## src/rtl/mvau_inp_act_feeder.sv

```systemverilog
// Purpose: buffers one SF-word activation vector and replays it NF times to the MVU PE array with fold markers.
// Latency: 1 cycle from input acceptance to output (pass-through on the first fold), then SF*(NF-1) replayed words.
// Backpressure: out_rdy low with out_v high freezes output, counters and state; in_rdy drops while replaying or stalled.
module mvau_inp_act_feeder #(
  parameter int SIMD    = 2,
  parameter int TSrcI   = 4,
  parameter int TI      = SIMD * TSrcI,
  parameter int MatrixW = 8,
  parameter int MatrixH = 4,
  parameter int PE      = 2,
  parameter int SF      = MatrixW / SIMD,
  parameter int NF      = MatrixH / PE
) (
  input  logic          aclk,
  input  logic          areset,
  input  logic          in_v,
  output logic          in_rdy,
  input  logic [TI-1:0] in_act,
  input  logic          out_rdy,
  output logic          out_v,
  output logic [TI-1:0] out_act,
  output logic          sf_clr,
  output logic          nf_clr,
  output logic          do_mvau_stream
);

  // Refuse to build when the matrix does not fold evenly onto the SIMD/PE grid.
  generate
    if ((MatrixW % SIMD) != 0) begin : g_bad_simd
      $error("MatrixW must be a multiple of SIMD");
    end
    if ((MatrixH % PE) != 0) begin : g_bad_pe
      $error("MatrixH must be a multiple of PE");
    end
  endgenerate

  localparam int SF_W = (SF > 1) ? $clog2(SF) : 1;
  localparam int NF_W = (NF > 1) ? $clog2(NF) : 1;
  localparam logic [SF_W-1:0] SF_LAST = SF_W'(SF - 1);
  localparam logic [NF_W-1:0] NF_LAST = NF_W'(NF - 1);

  // WRITE streams fold 0 straight through while filling the buffer; READ replays folds 1..NF-1.
  typedef enum logic {
    S_WRITE = 1'b0,
    S_READ  = 1'b1
  } state_t;

  state_t          r_state;
  logic [SF_W-1:0] r_sf_cnt;
  logic [NF_W-1:0] r_nf_cnt;
  logic            r_out_v;
  logic [TI-1:0]   r_out_act;
  logic            r_sf_clr;
  logic            r_nf_clr;
  logic            r_busy;
  logic [TI-1:0]   r_buf [SF];

  logic w_adv;
  logic w_acc;
  logic w_sf_last;
  logic w_nf_last;
  logic w_nf_xfer;

  // The output register may load whenever it is empty or its word is being taken this cycle.
  assign w_adv     = ~r_out_v | out_rdy;
  assign in_rdy    = (r_state == S_WRITE) && w_adv;
  assign w_acc     = in_v & in_rdy;
  assign w_sf_last = (r_sf_cnt == SF_LAST);
  assign w_nf_last = (r_nf_cnt == NF_LAST);
  assign w_nf_xfer = r_out_v & out_rdy & r_nf_clr;

  assign out_v   = r_out_v;
  assign out_act = r_out_act;
  assign sf_clr  = r_sf_clr;
  assign nf_clr  = r_nf_clr;
  // With a single fold the vector is never held internally, so activity is just the output valid.
  assign do_mvau_stream = (NF == 1) ? r_out_v : (r_out_v | r_busy);

  // Vector buffer: filled during fold 0, contents deliberately left unreset.
  always_ff @(posedge aclk) begin
    if (w_acc) begin
      r_buf[r_sf_cnt] <= in_act;
    end
  end

  // Fold sequencer with registered output word and fold markers.
  always_ff @(posedge aclk or posedge areset) begin
    if (areset) begin
      r_state   <= S_WRITE;
      r_sf_cnt  <= '0;
      r_nf_cnt  <= '0;
      r_out_v   <= 1'b0;
      r_out_act <= '0;
      r_sf_clr  <= 1'b0;
      r_nf_clr  <= 1'b0;
    end else if (w_adv) begin
      case (r_state)
        S_WRITE: begin
          if (w_acc) begin
            r_out_act <= in_act;
            r_out_v   <= 1'b1;
            r_sf_clr  <= w_sf_last;
            r_nf_clr  <= w_sf_last && (NF == 1);
            if (w_sf_last) begin
              r_sf_cnt <= '0;
              if (NF > 1) begin
                r_nf_cnt <= NF_W'(1);
                r_state  <= S_READ;
              end
            end else begin
              r_sf_cnt <= r_sf_cnt + SF_W'(1);
            end
          end else begin
            r_out_v  <= 1'b0;
            r_sf_clr <= 1'b0;
            r_nf_clr <= 1'b0;
          end
        end
        S_READ: begin
          r_out_act <= r_buf[r_sf_cnt];
          r_out_v   <= 1'b1;
          r_sf_clr  <= w_sf_last;
          r_nf_clr  <= w_sf_last && w_nf_last;
          if (w_sf_last) begin
            r_sf_cnt <= '0;
            if (w_nf_last) begin
              r_nf_cnt <= '0;
              r_state  <= S_WRITE;
            end else begin
              r_nf_cnt <= r_nf_cnt + NF_W'(1);
            end
          end else begin
            r_sf_cnt <= r_sf_cnt + SF_W'(1);
          end
        end
        default: r_state <= S_WRITE;
      endcase
    end
  end

  // Vector-in-flight flag: a new vector's first word wins over the previous vector's final transfer.
  always_ff @(posedge aclk or posedge areset) begin
    if (areset) begin
      r_busy <= 1'b0;
    end else if (w_acc && (r_sf_cnt == '0)) begin
      r_busy <= 1'b1;
    end else if (w_nf_xfer) begin
      r_busy <= 1'b0;
    end
  end

endmodule

```

## config.mk

```make
export PLATFORM = sky130hd
export DESIGN_NAME = mvau_inp_act_feeder
export DESIGN_NICKNAME = d
export VERILOG_FILES = /design/src/rtl/mvau_inp_act_feeder.sv
export SDC_FILE = /design/constraint.sdc
export NUM_CORES = 1
export LEC_CHECK = 0
export ABC_AREA = 1
export BUFFER_PORTS_ARGS = -buffer_cell sky130_fd_sc_hd__buf_2
export CORE_UTILIZATION = 28
export DETAILED_ROUTE_END_ITERATION = 12
export SLEW_MARGIN = 20
export SYNTH_ARGS = -nofsm -noshare
export SYNTH_HDL_FRONTEND = slang
export SYNTH_SLANG_ARGS = --single-unit
```

## constraint.sdc

```tcl
create_clock -name aclk -period 2 [get_ports aclk]
set_input_delay 0.4 -clock aclk [delete_from_list [all_inputs] [get_ports aclk]]
set_output_delay 0.4 -clock aclk [all_outputs]
set_load 0.1 [all_outputs]
```

==> results.yml <==
outcome:
  status: "completed"
worst_setup_path:
  path_max_fanout: 5
  r2r-start: "out_v"
  crit_slowest_cell: "dfrtp_2"
  path_buf_inv: 2
  timing.critical_path.to_type: "output port"
  start_kind: "flop"
  critPathKind: "flop to output port"
  critPathLaunch: "out_v"
  max_stage_delay_ns: 0.42
  crit_family: "buffers and inverters"
  path_cells: "inv_1 > nor2_1 > nor2_4 > buf_2"
  r2r_slack_ns: 0.34
  cp.arrival_ns: 1.43
  cp.required_ns: 1.60
clocking:
  post_cts_resized: 0
  cts_hold_buf: 0
  insertion_delay_ns: 0.30
  htree_num_levels: 2
  cts_root_buf: "clkbuf_8"
  cts_buffers: 5
  clkTransAtPathRegs_ns: 0.09
  cts_tree: "yes"
  cts_buffer_depth: 2
  post_cts_buffers: 0
  clkSinkCount: 48
yosys:
  yosysTopAreaCellShare_pct: 44.44
  synth-main-ff-cell: "edfxtp_1"
  synth_commonest_cells: "77 x nand2_1, 32 x edfxtp_1, 21 x nor2_1"
  yosysWarnings: 0
  synth_area_um2: 2162
  seq_area_frac_synth_pct: 62.96
  avgSynthCellArea_um2: 10.50
  synth_edf_count: 32
  synth-async-reset-ratio_pct: 33.33
  synth.most_common_cell: "nand2_1"
  syn-num-nets: 222
  synth_area_leader_cell: "edfxtp_1"
  synth-seq-cells: 48
  syn_inst: 206
  yosys-top-cells-area: "edfxtp_1 44%, dfrtp_1 19%, nand2_1 13%, nand3_2 3.7%, nor2_1 3.6%"
  synth_cell_types: 20
floorplan:
  io_pins: 25
  start_util_pct: 29.34
  core_area_um2: 7370
  rows: 31
  die_area_um2: 8078
  die_height_um: 89.88
  die_w_um: 89.88
layout:
  syn2layout_area_growth_pct: 14.41
  drive_gt1_share_pct: 26.47
  fillCellCount: 771
  antenna_cells: 0
  final_nets: 253
  final_util_pct: 33.57
power:
  leakagePower_nw: 1.096
  clockPowerShare_pct: 14.1
  ir_drop_mv: 0.7181
  switching_power_mw: 1.979
  powerDensity_nw_per_um2: 1595
  internal_power_mw: 1.967
  power_frac_seq_pct: 36.1
  power_frac_comb_pct: 49.8
  swShare_pct: 50.14
sta:
  rsz0062_at_grt: "no"
  setup_tns_ns: 0
  fmax_ghz: 0.5460
  period_minus_slack_ns: 1.832
  fin_crit_sh_pct: 91.58
  setup_viol: 0
  slew_headroom_pct: 54.27
  hold_violations: 0
  tightest_slew_ns: 0.6852
  skew_ns: 0.006231
  slew_viol_final: 0
run:
  maxCapViolations: 0
placement:
  routabilityCongestion: 0.7693
  io_buffers: 24
  place_hpwl_um: 3070
global_routing:
  globalRoute.totalOverflow: 0
  grt_pass1_wl_um: 7120
  antenna_found_initial: 0
  grt_pass1_vias: 1395
  grt_usage_pct: 11.46
  grt_max_degree: 20
route:
  vias: 1424
  vias_per_cell: 4.226
  drtAntennaViolNets: 0
  routed_wl_um: 4252
  avgRoutedWirePerCell_um: 12.62
  drtPass1Iterations: 4
  drc: 0
  drtIter0Drc: 47
hold_path:
  hold_class: "primary input to async pin"
[placed cells by master, fill, tap and decap left out]
cell type,n
nor2_2,1
inv_8,1
clkinv_2,2
nand3_1,8
buf_4,7
a21boi_1,1
dfrtp_1,15
inv_1,12
o21ai_0,5
edfxtp_1,32
clkbuf_8,5
ha_1,4
clkinv_4,1
nand2_2,9
nand3_2,8
nor2_4,1
nor2_1,20
nor3_1,2
buf_2,24
o21ai_4,1
nand2_1,76
dfrtp_2,1
inv_2,2
[worst register-to-register path, delay by kind of cell (launching register included)]
family | cells | cell delay [ns]
buffers and inverters | 2 | 0.38
flip-flops | 1 | 0.42
AND/OR/NAND/NOR | 3 | 0.52
[area by class of cell]
cell class	instances	area (µm²)	share of cell area, %
Sequential cell	48	1363	55.08
Multi-Input combinational cell	136	663.1	26.81
Timing Repair Buffer	31	172.7	6.980
Tap cell	99	123.9	5.008
Clock buffer	5	68.82	2.782
Inverter	15	63.81	2.580
Clock inverter	3	18.77	0.7587
[routing by layer]
metal / vias to the layer above / routed length [µm] / track usage [%] / part of all wire, %
met1: 675 / 2051 / 15.48 / 48
met5: - / 0 / 0 / 0
met4: 0 / 44 / 3.226 / 1.0
met2: 26 / 2020 / 18.65 / 48
li1: 717 / - / - / -
met3: 6 / 135 / 2.369 / 3.2
[final timing paths]
path | cells after the start | to
worst max-delay path | 4 | in_rdy
worst min-delay path | 2 | out_act[7]
worst max register to register | 5 | r_buf[0][0]
worst min register to register | 2 | out_act[2]
max in group asynchronous | 2 | out_v
min in group aclk | 1 | r_buf[1][6]
[cell families (layout without fill, tap and decap cells)]
group                    count (synthesis)  count (layout)  share of synthesized area, %
buffers and inverters                   22              54                         6.829
flip-flops                              48              48                         62.96
adder cells (fa/ha/maj)                  4               4                         2.315
AND/OR/NAND/NOR                        125             125                         25.64
AO/OA/AOI/OAI                            7               7                         2.257
[sequential cells by signal (all words and copies together), names as in the netlist]
signal,count
nf_clr,1
out_act,8
out_v,1
r_buf,32
r_busy,1
r_nf_cnt,1
r_sf_cnt,2
r_state,1
sf_clr,1
[power by group through the flow]
| stage | sequential [mW] | combinational, mW | clock (mW) |
|---|---|---|---|
| after global routing | 1.45 | 2.14 | 0.622 |
| after floorplan | 2.12 | 1.02 | 0 |
| after global placement | 1.44 | 1.98 | 0 |
| final | 1.42 | 1.97 | 0.557 |
| after CTS | 1.43 | 1.99 | 0.571 |
| after detailed placement | 1.44 | 1.98 | 0 |
[stage by stage]
stage	instance area (µm²)	setup slack (ns)	power, mW	std cells	hold slack (ns)
2_1_floorplan	2173	0.06142	3.137	206	0.3137
3_3_place_gp	2386	0.4150	3.423	329	0.4610
3_5_place_dp	2386	0.3639	3.426	329	0.4607
4_1_cts	2474	0.1577	3.983	337	0.2175
5_1_grt	2474	0.06222	4.211	337	0.2465
6_report	2474	0.1684	3.946	337	0.1894
Note: power is estimated with default switching activity, not from simulation.
